===== src/rtl/led_arbiter.sv =====
// Round-robin owner of the user LED banks: snapshots the winning source's
// pattern, holds it for HOLD_CYCLES, optional blink, heartbeat when idle.
module led_arbiter #(
  parameter int NUM_REQ     = 4,
  parameter int HOLD_CYCLES = 50_000_000,
  parameter int BLINK_HALF  = 12_500_000,
  parameter int HB_HALF     = 25_000_000
) (
  input  logic                  clk,
  input  logic                  rst,
  input  logic [NUM_REQ-1:0]    req,
  input  logic [NUM_REQ*10-1:0] req_ledr,
  input  logic [NUM_REQ*10-1:0] req_ledg,
  input  logic [NUM_REQ-1:0]    req_blink,
  output logic [NUM_REQ-1:0]    grant,
  output logic                  busy,
  output logic [9:0]            LEDR,
  output logic [9:0]            LEDG
);

  localparam int unsigned NR  = NUM_REQ;
  localparam int          PW  = $clog2(NUM_REQ);
  localparam int          HW  = (HOLD_CYCLES > 1) ? $clog2(HOLD_CYCLES) : 1;
  localparam int          BW  = (BLINK_HALF > 1) ? $clog2(BLINK_HALF) : 1;
  localparam int          HBW = (HB_HALF > 1) ? $clog2(HB_HALF) : 1;

  localparam logic [0:0] ST_IDLE = 1'b0;
  localparam logic [0:0] ST_SHOW = 1'b1;

  logic [0:0]         r_state,       w_nxt_state;
  logic [PW-1:0]      r_ptr,         w_nxt_ptr;
  logic [HW-1:0]      r_hold_cnt,    w_nxt_hold_cnt;
  logic [BW-1:0]      r_blink_cnt,   w_nxt_blink_cnt;
  logic               r_blink_phase, w_nxt_blink_phase;
  logic [HBW-1:0]     r_hb_cnt,      w_nxt_hb_cnt;
  logic               r_hb_phase,    w_nxt_hb_phase;
  logic [9:0]         r_pat_r,       w_nxt_pat_r;
  logic [9:0]         r_pat_g,       w_nxt_pat_g;
  logic               r_pat_blink,   w_nxt_pat_blink;
  logic [NUM_REQ-1:0] r_grant,       w_nxt_grant;
  logic               r_busy;
  logic [9:0]         r_ledr,        w_nxt_ledr;
  logic [9:0]         r_ledg,        w_nxt_ledg;

  logic               w_found;
  logic [PW-1:0]      w_win;
  logic               w_decide;

  function automatic logic [PW-1:0] f_wrap(input int unsigned v);
    return PW'(v % NR);
  endfunction

  // Search starts just above the last owner, so the owner itself is checked last.
  always_comb begin
    w_found = 1'b0;
    w_win   = '0;
    for (int unsigned k = 1; k <= NR; k++) begin
      if (!w_found && req[f_wrap(32'(r_ptr) + k)]) begin
        w_found = 1'b1;
        w_win   = f_wrap(32'(r_ptr) + k);
      end
    end
  end

  assign w_decide = (r_state == ST_IDLE) ? (req != '0)
                                         : (r_hold_cnt == HW'(HOLD_CYCLES - 1));

  always_comb begin
    w_nxt_state       = r_state;
    w_nxt_ptr         = r_ptr;
    w_nxt_hold_cnt    = r_hold_cnt;
    w_nxt_blink_cnt   = r_blink_cnt;
    w_nxt_blink_phase = r_blink_phase;
    w_nxt_hb_cnt      = r_hb_cnt;
    w_nxt_hb_phase    = r_hb_phase;
    w_nxt_pat_r       = r_pat_r;
    w_nxt_pat_g       = r_pat_g;
    w_nxt_pat_blink   = r_pat_blink;
    w_nxt_grant       = '0;
    if (w_decide && w_found) begin
      w_nxt_state        = ST_SHOW;
      w_nxt_ptr          = w_win;
      w_nxt_hold_cnt     = '0;
      w_nxt_blink_cnt    = '0;
      w_nxt_blink_phase  = 1'b1;
      w_nxt_pat_r        = req_ledr[32'(w_win)*10 +: 10];
      w_nxt_pat_g        = req_ledg[32'(w_win)*10 +: 10];
      w_nxt_pat_blink    = req_blink[w_win];
      w_nxt_grant[w_win] = 1'b1;
    end else if (r_state == ST_SHOW && w_decide) begin
      w_nxt_state    = ST_IDLE;
      w_nxt_hb_cnt   = '0;
      w_nxt_hb_phase = 1'b0;
    end else if (r_state == ST_SHOW) begin
      w_nxt_hold_cnt = r_hold_cnt + HW'(1);
      if (r_blink_cnt == BW'(BLINK_HALF - 1)) begin
        w_nxt_blink_cnt   = '0;
        w_nxt_blink_phase = ~r_blink_phase;
      end else begin
        w_nxt_blink_cnt = r_blink_cnt + BW'(1);
      end
    end else begin
      if (r_hb_cnt == HBW'(HB_HALF - 1)) begin
        w_nxt_hb_cnt   = '0;
        w_nxt_hb_phase = ~r_hb_phase;
      end else begin
        w_nxt_hb_cnt = r_hb_cnt + HBW'(1);
      end
    end
  end

  // LED registers are fed from next-state values so a grant shows its pattern in the same cycle as the pulse.
  always_comb begin
    w_nxt_ledr = '0;
    w_nxt_ledg = {9'b0, w_nxt_hb_phase};
    if (w_nxt_state == ST_SHOW) begin
      w_nxt_ledg = '0;
      if (!w_nxt_pat_blink || w_nxt_blink_phase) begin
        w_nxt_ledr = w_nxt_pat_r;
        w_nxt_ledg = w_nxt_pat_g;
      end
    end
  end

  always_ff @(posedge clk or posedge rst) begin
    if (rst) begin
      r_state       <= ST_IDLE;
      r_ptr         <= PW'(NUM_REQ - 1);
      r_hold_cnt    <= '0;
      r_blink_cnt   <= '0;
      r_blink_phase <= 1'b0;
      r_hb_cnt      <= '0;
      r_hb_phase    <= 1'b0;
      r_pat_r       <= '0;
      r_pat_g       <= '0;
      r_pat_blink   <= 1'b0;
      r_grant       <= '0;
      r_busy        <= 1'b0;
      r_ledr        <= '0;
      r_ledg        <= '0;
    end else begin
      r_state       <= w_nxt_state;
      r_ptr         <= w_nxt_ptr;
      r_hold_cnt    <= w_nxt_hold_cnt;
      r_blink_cnt   <= w_nxt_blink_cnt;
      r_blink_phase <= w_nxt_blink_phase;
      r_hb_cnt      <= w_nxt_hb_cnt;
      r_hb_phase    <= w_nxt_hb_phase;
      r_pat_r       <= w_nxt_pat_r;
      r_pat_g       <= w_nxt_pat_g;
      r_pat_blink   <= w_nxt_pat_blink;
      r_grant       <= w_nxt_grant;
      r_busy        <= (w_nxt_state == ST_SHOW);
      r_ledr        <= w_nxt_ledr;
      r_ledg        <= w_nxt_ledg;
    end
  end

  assign grant = r_grant;
  assign busy  = r_busy;
  assign LEDR  = r_ledr;
  assign LEDG  = r_ledg;

endmodule


===== config.mk =====
export PLATFORM = sky130hd
export DESIGN_NAME = led_arbiter
export DESIGN_NICKNAME = d
export VERILOG_FILES = /design/src/rtl/led_arbiter.sv
export SDC_FILE = /design/constraint.sdc
export NUM_CORES = 1
export LEC_CHECK = 0
export ABC_AREA = 1
export CAP_MARGIN = 15
export CORE_MARGIN = 3
export CORE_UTILIZATION = 35
export CTS_BUF_LIST = sky130_fd_sc_hd__clkbuf_16
export CTS_CLUSTER_DIAMETER = 50
export DETAILED_ROUTE_END_ITERATION = 10
export PLACE_DENSITY = 0.58
export SLEW_MARGIN = 30
export SYNTH_ARGS = -nofsm -noshare
export SYNTH_HDL_FRONTEND = slang
export SYNTH_SLANG_ARGS = --single-unit
export TNS_END_PERCENT = 50

===== constraint.sdc =====
create_clock -name clk -period 11.6 [get_ports clk]
set_clock_uncertainty 0.1 [all_clocks]
set_input_delay 1.74 -clock clk [delete_from_list [all_inputs] [get_ports clk]]
set_output_delay 1.74 -clock clk [all_outputs]
set_load 0.02 [all_outputs]

# After elaboration in Yosys (flattened, before gate mapping)
# Index checks and enable logic that the tools add are counted.
# totals
register_bits	125
input_bits	90
out_inout_bits	25
elab_cells	101
# op_classes
add_sub_neg	7
mul	1
n_lt_le_gt_ge	6
eq_ne	5
shift	2
muxes	49
bitwise_logic	3
n_reduce_logical	15
# op_table
operator	count
24-bit two-way mux	4
40-bit by 7-bit variable part select with 10-bit output	2
26-bit two-way mux	3
25-bit two-way mux	3
10-bit two-way mux	6
26-bit by 1-bit adder with 26-bit output (second input constant)	1
26-bit == test (second input constant)	1
25-bit by 1-bit adder with 25-bit output (second input constant)	1
25-bit == test (second input constant)	1
24-bit by 1-bit adder with 24-bit output (second input constant)	1
24-bit == test (second input constant)	1
1-bit two-way mux	22
2-bit by 3-bit less-than comparator with 1-bit output (second input constant)	5
1-bit binary-select mux with 2-bit select	5
2-bit two-way mux	4
1-bit logical AND	6
2-bit by 3-bit multiplier with 5-bit output (second input constant)	1
2-bit by 1-bit adder with 2-bit output (second input constant)	2
2-bit adder (second input constant)	2
1-bit logical NOT	4
4-bit two-way mux	1
2-bit AND reduction	2
4-bit nonzero test	1
1-bit inverter	3
other kinds (6)	6

# Depth between registers and ports, before layout
# Gate-level depths: netlist of run 1.
# depth
word_depth	20
depth_mapped	20
depth_no_buf	18

# Worst setup path after synthesis of run 1
# OpenSTA, ideal clock, no wires.
# synth_timing
path_type	input to register
start	input port req[0]
end	register r_ledg[0], in the netlist LEDG[0]
setup_time_ns	0.117
arrival_ns	2.885
required_ns	11.383
slack_ns	8.499
cell_stages	15
n_path_buf	1
cell_sequence	nand2_1 nand2_4 nand2_2 nand2_2 nand2_4 nand3_4 nand2_8 nand2_1 nand2_1 nand2_1 nand3_1 nand3_1 buf_2 nand2_1 nand2_1
# synth_via
elab_chain_cells	19
elab_cells_between_ends	42
cone_classes	mul (1); shift (1); mux (29); reduce/logical (11)
# synth_rtl
item	line_no	rtl
from (decl)	11	input logic [NUM_REQ-1:0] req,
parallel branches: the longest is 18 deep, another holds 1-bit binary-select mux with 2-bit select	n/a	
10-bit two-way mux (*)	116	if (w_nxt_state == ST_SHOW) begin
via w_nxt_ledg[0]	43	logic [9:0] r_ledg, w_nxt_ledg;
to (signal assigned)	155	r_ledg <= w_nxt_ledg;
to (decl)	43	
# Mark *: on every way through the listed nets, which the timed path passes. The select of a mux whose other input is x is not followed.
# A chain may end at the register's enable or synchronous reset.

# Worst setup path after layout of run 1
# layout_timing
start	input port req[0]
end	register r_ledg[2], in the netlist LEDG[2]
# The elaborated chain is that of the path after synthesis.

==> impl_metrics.json, run 1 <==
{
  "utilization_pct": 45.1,
  "endpoint_kind": "flip-flop",
  "io_pins": 115,
  "drt_iter0_markers": 480,
  "rsz0062_at_grt": "false",
  "fin_crit_sh_pct": 38.5,
  "syn_area_um2": 7420,
  "fmax_mhz": 224,
  "relSlewSlack_pct": 46.1,
  "synthTopCellsByCount": "361 x nand2_1, 123 x dfrtp_1, 93 x nor2_1",
  "synthFlopType": "dfrtp_1",
  "post-route-min-period_ns": 4.47,
  "combPwrFrac_pct": 12.1,
  "cts_buffers": 17,
  "finalHoldViolCount": 0,
  "finalSetupViolations": 0,
  "synth.most_common_cell": "nand2_1",
  "die_height_um": 152,
  "postRouteAntennaNets": 0,
  "seq_area_um2": 3130,
  "hold_start": "r_pat_g[3]",
  "clkSinkCount": 125,
  "pwr-share-clk_pct": 48.0,
  "rr_startpoint": "r_ptr[0]",
  "place_ws_ns": 6.65,
  "layout-drive-gt1-share_pct": 9.99,
  "avgSynthCellArea_um2": 7.29,
  "path_class": "in2reg",
  "synth_top_area_share_pct": 41.5,
  "initial_core_util_pct": 36.1,
  "setup-tns-final_ns": 0,
  "cts_tree": "built",
  "arrival_ns": 4.65,
  "path_delay_family": "simple AND/OR/NAND/NOR gates",
  "p_int_mw": 0.844,
  "reg2reg_slack_ns": 8.19,
  "synth-edff-count": 0,
  "clockRootBuffer": "clkbuf_16",
  "worst_hold_path.num_cells": 2,
  "cpPeakStageDelay_ns": 0.57,
  "ff2ff_path_depth": 13,
  "fillers": 2091,
  "synth_top_area_cell": "dfrtp_1",
  "min_to": "r_pat_g[3]",
  "drv_cap": 0,
  "rr_endpoint": "LEDG[2]",
  "p_total_mw": 1.13,
  "start_kind": "input port",
  "cp_max_fo": 25,
  "grt_antenna_before_repair": 0,
  "cp_num_buf_inv": 2,
  "viasPerCell": 4.87,
  "grt_pass1_vias": 6667,
  "path_cells": "clkdlybuf4s50_1 -> nand2_1 -> nand2_4 -> nand2_4 -> nand2_4 -> a21oi_1 -> nand3_1 -> nand3_2 -> inv_2 -> nand2_1 -> nand3_1 -> nand3_1 -> nand2_1 -> nor2_1",
  "worst_pin_slew_ns": 0.806,
  "crit_required_ns": 11.79,
  "firstDrtPassIters": 5,
  "vias": 6819,
  "ys_ff_latch": 125,
  "slowest_stage": "nand3_1",
  "synth_seq_area_share_pct": 42.2,
  "ys_top_cells_by_area": "dfrtp_1 41%, nand2_1 18%, nor2_1 4.7%",
  "hpwlAfterDp_um": 13500,
  "overflow": 0,
  "clock_latency_ns": 0.41,
  "power_density_nw_per_um2": 122,
  "wl_um": 19400,
  "final_nets": 1211,
  "postSynthCellCount": 1018,
  "seq_power_share_pct": 39.9,
  "h-tree-depth": 4,
  "n_antenna_cell": 0,
  "core-area_um2": 20600,
  "grt_max_degree": 73,
  "clockBufferDepth": 2,
  "fin_ws_ns": 7.13,
  "yosys_warnings": 0,
  "dieArea_um2": 23000,
  "switching_share_pct": 25.4,
  "ys_types": 47,
  "status": "completed",
  "rows": 52,
  "post_cts_buffers": 0,
  "switchingPower_mw": 0.288,
  "syn_nets": 1111,
  "postCtsHoldBufs": 0,
  "slew_viol_final": 0,
  "multiInputGateArea_um2": 3700,
  "place.gp.congestion": 0.875,
  "cts_resized": 0,
  "clk_pin_slew_ns": 0.06,
  "grt_use_total_pct": 17.6,
  "drcViolationCount": 0,
  "grt_pass1_wl_um": 32400,
  "die_w_um": 152,
  "syn_to_final_growth_pct": 25.0,
  "hp-class": "reg2reg",
  "ir_drop_mv": 0.0719,
  "wire_per_inst_um": 13.8,
  "cellLeakagePower_nw": 4.28,
  "ys_async_sr_fraction_pct": 100,
  "port_buffers": 114
}
-- tightest hold or removal path, delay by kind of cell, from the launching register on --
family,cells,cell delay [ns]
AND/OR/NAND/NOR,2,0.13
flip-flops,1,0.32
-- state kept, by name, indices dropped and copies added (netlist names), 2 cells and up --
name,flops
LEDG,10
LEDR,10
grant,4
r_blink_cnt,24
r_hb_cnt,25
r_hold_cnt,26
r_pat_g,10
r_pat_r,10
r_ptr,2
-- layer usage --
metal | part of all wire, % | routed length, µm | vias to the layer above | track usage (%)
met4 | 1.7 | 334 | 0 | 4.58
met5 | 0 | 0 | - | 0
met1 | 46 | 8950 | 3152 | 23.3
met2 | 48 | 9210 | 163 | 28.9
li1 | - | - | 3479 | -
met3 | 4.6 | 887 | 25 | 4.25
-- area by class of cell --
cell class | instances | share of cell area [%]
Tap cell | 270 | 3.64
Multi-Input combinational cell | 770 | 39.9
Clock inverter | 15 | 1.86
Clock buffer | 17 | 4.58
Inverter | 87 | 3.71
Sequential cell | 125 | 33.7
Timing Repair Buffer | 117 | 12.6
-- power groups by stage --
stage | registers, mW | logic, mW | clock network [mW]
5_1_grt | 0.452 | 0.155 | 0.568
3_5_place_dp | 0.459 | 0.139 | 0
4_1_cts | 0.451 | 0.140 | 0.552
6_report | 0.451 | 0.137 | 0.543
2_1_floorplan | 0.462 | 0.0854 | 0
3_3_place_gp | 0.459 | 0.139 | 0
-- how the worst max path moves through the flow --
| stage | start | to | slack (ns) | depth (start not counted) |
|---|---|---|---|---|
| finish | req[0] | LEDG[2] | 7.13 | 14 |
| global route | req[0] | LEDG[8] | 6.75 | 14 |
| CTS | req[0] | LEDR[9] | 7.08 | 14 |
| detailed placement | req[0] | LEDG[3] | 6.65 | 14 |
| global placement | req[0] | LEDG[1] | 6.69 | 14 |
| floorplan | rst | LEDG[0] | 6.44 | 1 |
-- cell usage in the layout (no fill, tap or decap), types with 14 or more instances in the layout --
| cell type | n |
|---|---|
| inv_1 | 77 |
| clkdlybuf4s50_1 | 114 |
| nand2_2 | 50 |
| dfrtp_1 | 123 |
| nor2_1 | 93 |
| clkbuf_16 | 17 |
| a21oi_1 | 23 |
| xor2_1 | 14 |
| nor3_1 | 39 |
| nand3_1 | 43 |
| nand2_1 | 361 |
| o21ai_0 | 37 |
| nand4_1 | 31 |
-- stage by stage --
| step | instance area (µm²) | cells | hold slack (ns) |
|---|---|---|---|
| global placement | 8680 | 1369 | 0.360 |
| detailed placement | 8680 | 1369 | 0.363 |
| finish | 9280 | 1401 | 0.376 |
| global route | 9280 | 1401 | 0.397 |
| CTS | 9280 | 1401 | 0.380 |
| floorplan | 7420 | 1018 | 0.349 |
-- kinds of logic after synthesis --
family	count (synthesis)	synth area share, %
adder cells (fa/ha/maj)	3	0.506
buffers and inverters	123	7.94
AND/OR/NAND/NOR	655	39.8
AO/OA/AOI/OAI	92	7.23
flip-flops	125	42.2
XOR/XNOR	20	2.36
(Power assumes the default switching activity.)
==> run 2: changes to the inputs <==
PLACE_DENSITY = 0.6   (was 0.58)
clock period = 3.8 ns   (was 11.6 ns; I/O delays follow)
==> impl_metrics.json, run 2 (same netlist as run 1, synthesis figures left out) <==
{
  "status": "completed",
  "setup-tns-final_ns": 0,
  "wl_met2_um": 8960,
  "p_total_mw": 3.47,
  "rsz0062_at_grt": "false",
  "wl_um": 19100,
  "postCtsHoldBufs": 0,
  "final_area_um2": 9360,
  "post_cts_buffers": 0,
  "p_int_mw": 2.54,
  "seq_power_share_pct": 39.7,
  "place.gp.congestion": 0.830,
  "clockBufferDepth": 2,
  "placed_area_um2": 8750,
  "regMostFlops": "r_hold_cnt",
  "post-route-min-period_ns": 2.58,
  "clock_latency_ns": 0.42,
  "final_cell_mix": "361 x nand2_1, 123 x dfrtp_1, 114 x clkdlybuf4s50_1, 93 x nor2_1, 76 x inv_1",
  "grt_max_degree": 81,
  "startpoint": "r_ptr[0]",
  "finalHoldViolCount": 0,
  "combPwrFrac_pct": 12.2,
  "layout_commonest_cell": "nand2_1",
  "grt_pass1_wl_um": 32300,
  "reg_top3": "r_hold_cnt: 26 flops, r_hb_cnt: 25 flops, r_blink_cnt: 24 flops",
  "dieArea_um2": 23000,
  "overflow": 0,
  "whs_ns": 0.374,
  "drv_cap": 0,
  "io_pins": 115,
  "die_w_um": 152,
  "grt_pass1_vias": 6561,
  "path_class": "reg2reg",
  "cts_tree": "built",
  "arrival_ns": 2.83,
  "rr_startpoint": "r_ptr[0]",
  "cts_resized": 0,
  "switching_share_pct": 26.8,
  "n_antenna_cell": 0,
  "grt_antenna_before_repair": 0,
  "drcViolationCount": 0,
  "start_kind": "flip-flop",
  "fillers": 2064,
  "utilization_pct": 45.5,
  "clkSinkCount": 125,
  "syn_to_final_growth_pct": 26.0,
  "crit_required_ns": 4.05,
  "drt_iter0_markers": 395,
  "ir_drop_mv": 0.226,
  "cts_buffers": 17,
  "fin_crit_sh_pct": 67.8,
  "clk_pin_slew_ns": 0.06,
  "relSlewSlack_pct": 65.9,
  "largest_register_ffs": 26,
  "layout-drive-gt1-share_pct": 10.9,
  "seq_area_um2": 3130,
  "fmax_mhz": 388,
  "power_density_nw_per_um2": 371,
  "pwr-share-clk_pct": 48.1,
  "wl_met1_um": 9180,
  "cp_max_fo": 45,
  "viasPerCell": 4.77,
  "switchingPower_mw": 0.928,
  "endpoint_kind": "flip-flop",
  "firstDrtPassIters": 5,
  "hp-class": "in2async",
  "cellLeakagePower_nw": 4.32,
  "multiInputGateArea_um2": 3700,
  "initial_core_util_pct": 36.1,
  "port_buffers": 114,
  "wl_met3_um": 683,
  "vias": 6727,
  "worst_pin_slew_ns": 0.507,
  "core-area_um2": 20600,
  "postRouteAntennaNets": 0,
  "finalSetupViolations": 0,
  "wire_per_inst_um": 13.5,
  "slew_viol_final": 0,
  "top_layer": "met4",
  "hpwlAfterDp_um": 13500,
  "h-tree-depth": 4,
  "clockRootBuffer": "clkbuf_16",
  "rows": 52,
  "die_height_um": 152,
  "final_nets": 1219,
  "grt_use_total_pct": 17.3
}
[run 2: changes by cell type in the layout (fill, tap and decap cells not counted), moves of 2 or more]
cell      change
buf_4         +8
inv_6         +3
clkinv_1      -2
inv_8         +3
[run 2: cell type report]
| cell class | count | area share (%) |
|---|---|---|
| clock buffers | 17 | 4.55 |
| multi-input cells | 770 | 39.6 |
| flip-flops and latches | 125 | 33.5 |
| repair buffers | 125 | 13.2 |
| well taps | 270 | 3.61 |
| clock inverters | 15 | 1.89 |
| inverters | 87 | 3.69 |
[run 2: metal layers]
metal  up-vias  global-route usage [%]
met3        18                    3.84
met2       107                    28.0
met4         0                    4.54
met1      3113                    23.6
li1       3489                       -
met5         -                       0
[run 2: power by group through the flow]
stage                     logic [mW]  registers (mW)  clock network [mW]
final                          0.422            1.38                1.67
after global routing           0.477            1.38                1.76
after CTS                      0.431            1.38                1.70
after detailed placement       0.429            1.40                   0
after global placement         0.428            1.40                   0
after floorplan                0.261            1.41                   0
[run 2: path summary, 6_finish.rpt]
path,end,slack (ns),depth (start not counted)
worst min-delay path,r_blink_cnt[9],0.37,2
min in group clk,r_pat_r[8],0.37,2
worst min register to register,r_pat_r[8],0.37,2
worst max-delay path,LEDG[3],1.22,16
worst max register to register,LEDG[3],1.22,16
max in group asynchronous,r_ptr[1],2.47,3
[run 2: critical path: stages, from the launching register on]
cell     delay, ns
dfstp_2       0.71
inv_6         0.08
nand2_1       0.08
nand3_1       0.10
nand2_1       0.15
nand2_4       0.09
nand3_4       0.11
nand2_8       0.20
inv_8         0.29
nand2_2       0.08
nand2_1       0.07
nand2_1       0.05
nand2_1       0.09
nand2_1       0.06
nand2_2       0.07
nand2_1       0.05
nor2_1        0.09
[run 2: per-stage QoR]
step / std cells / worst slack [ns]
after floorplan: 1018 / 1.59
after global placement: 1377 / 0.915
after detailed placement: 1377 / 0.876
after CTS: 1409 / 1.21
after global routing: 1409 / 0.967
final: 1409 / 1.22
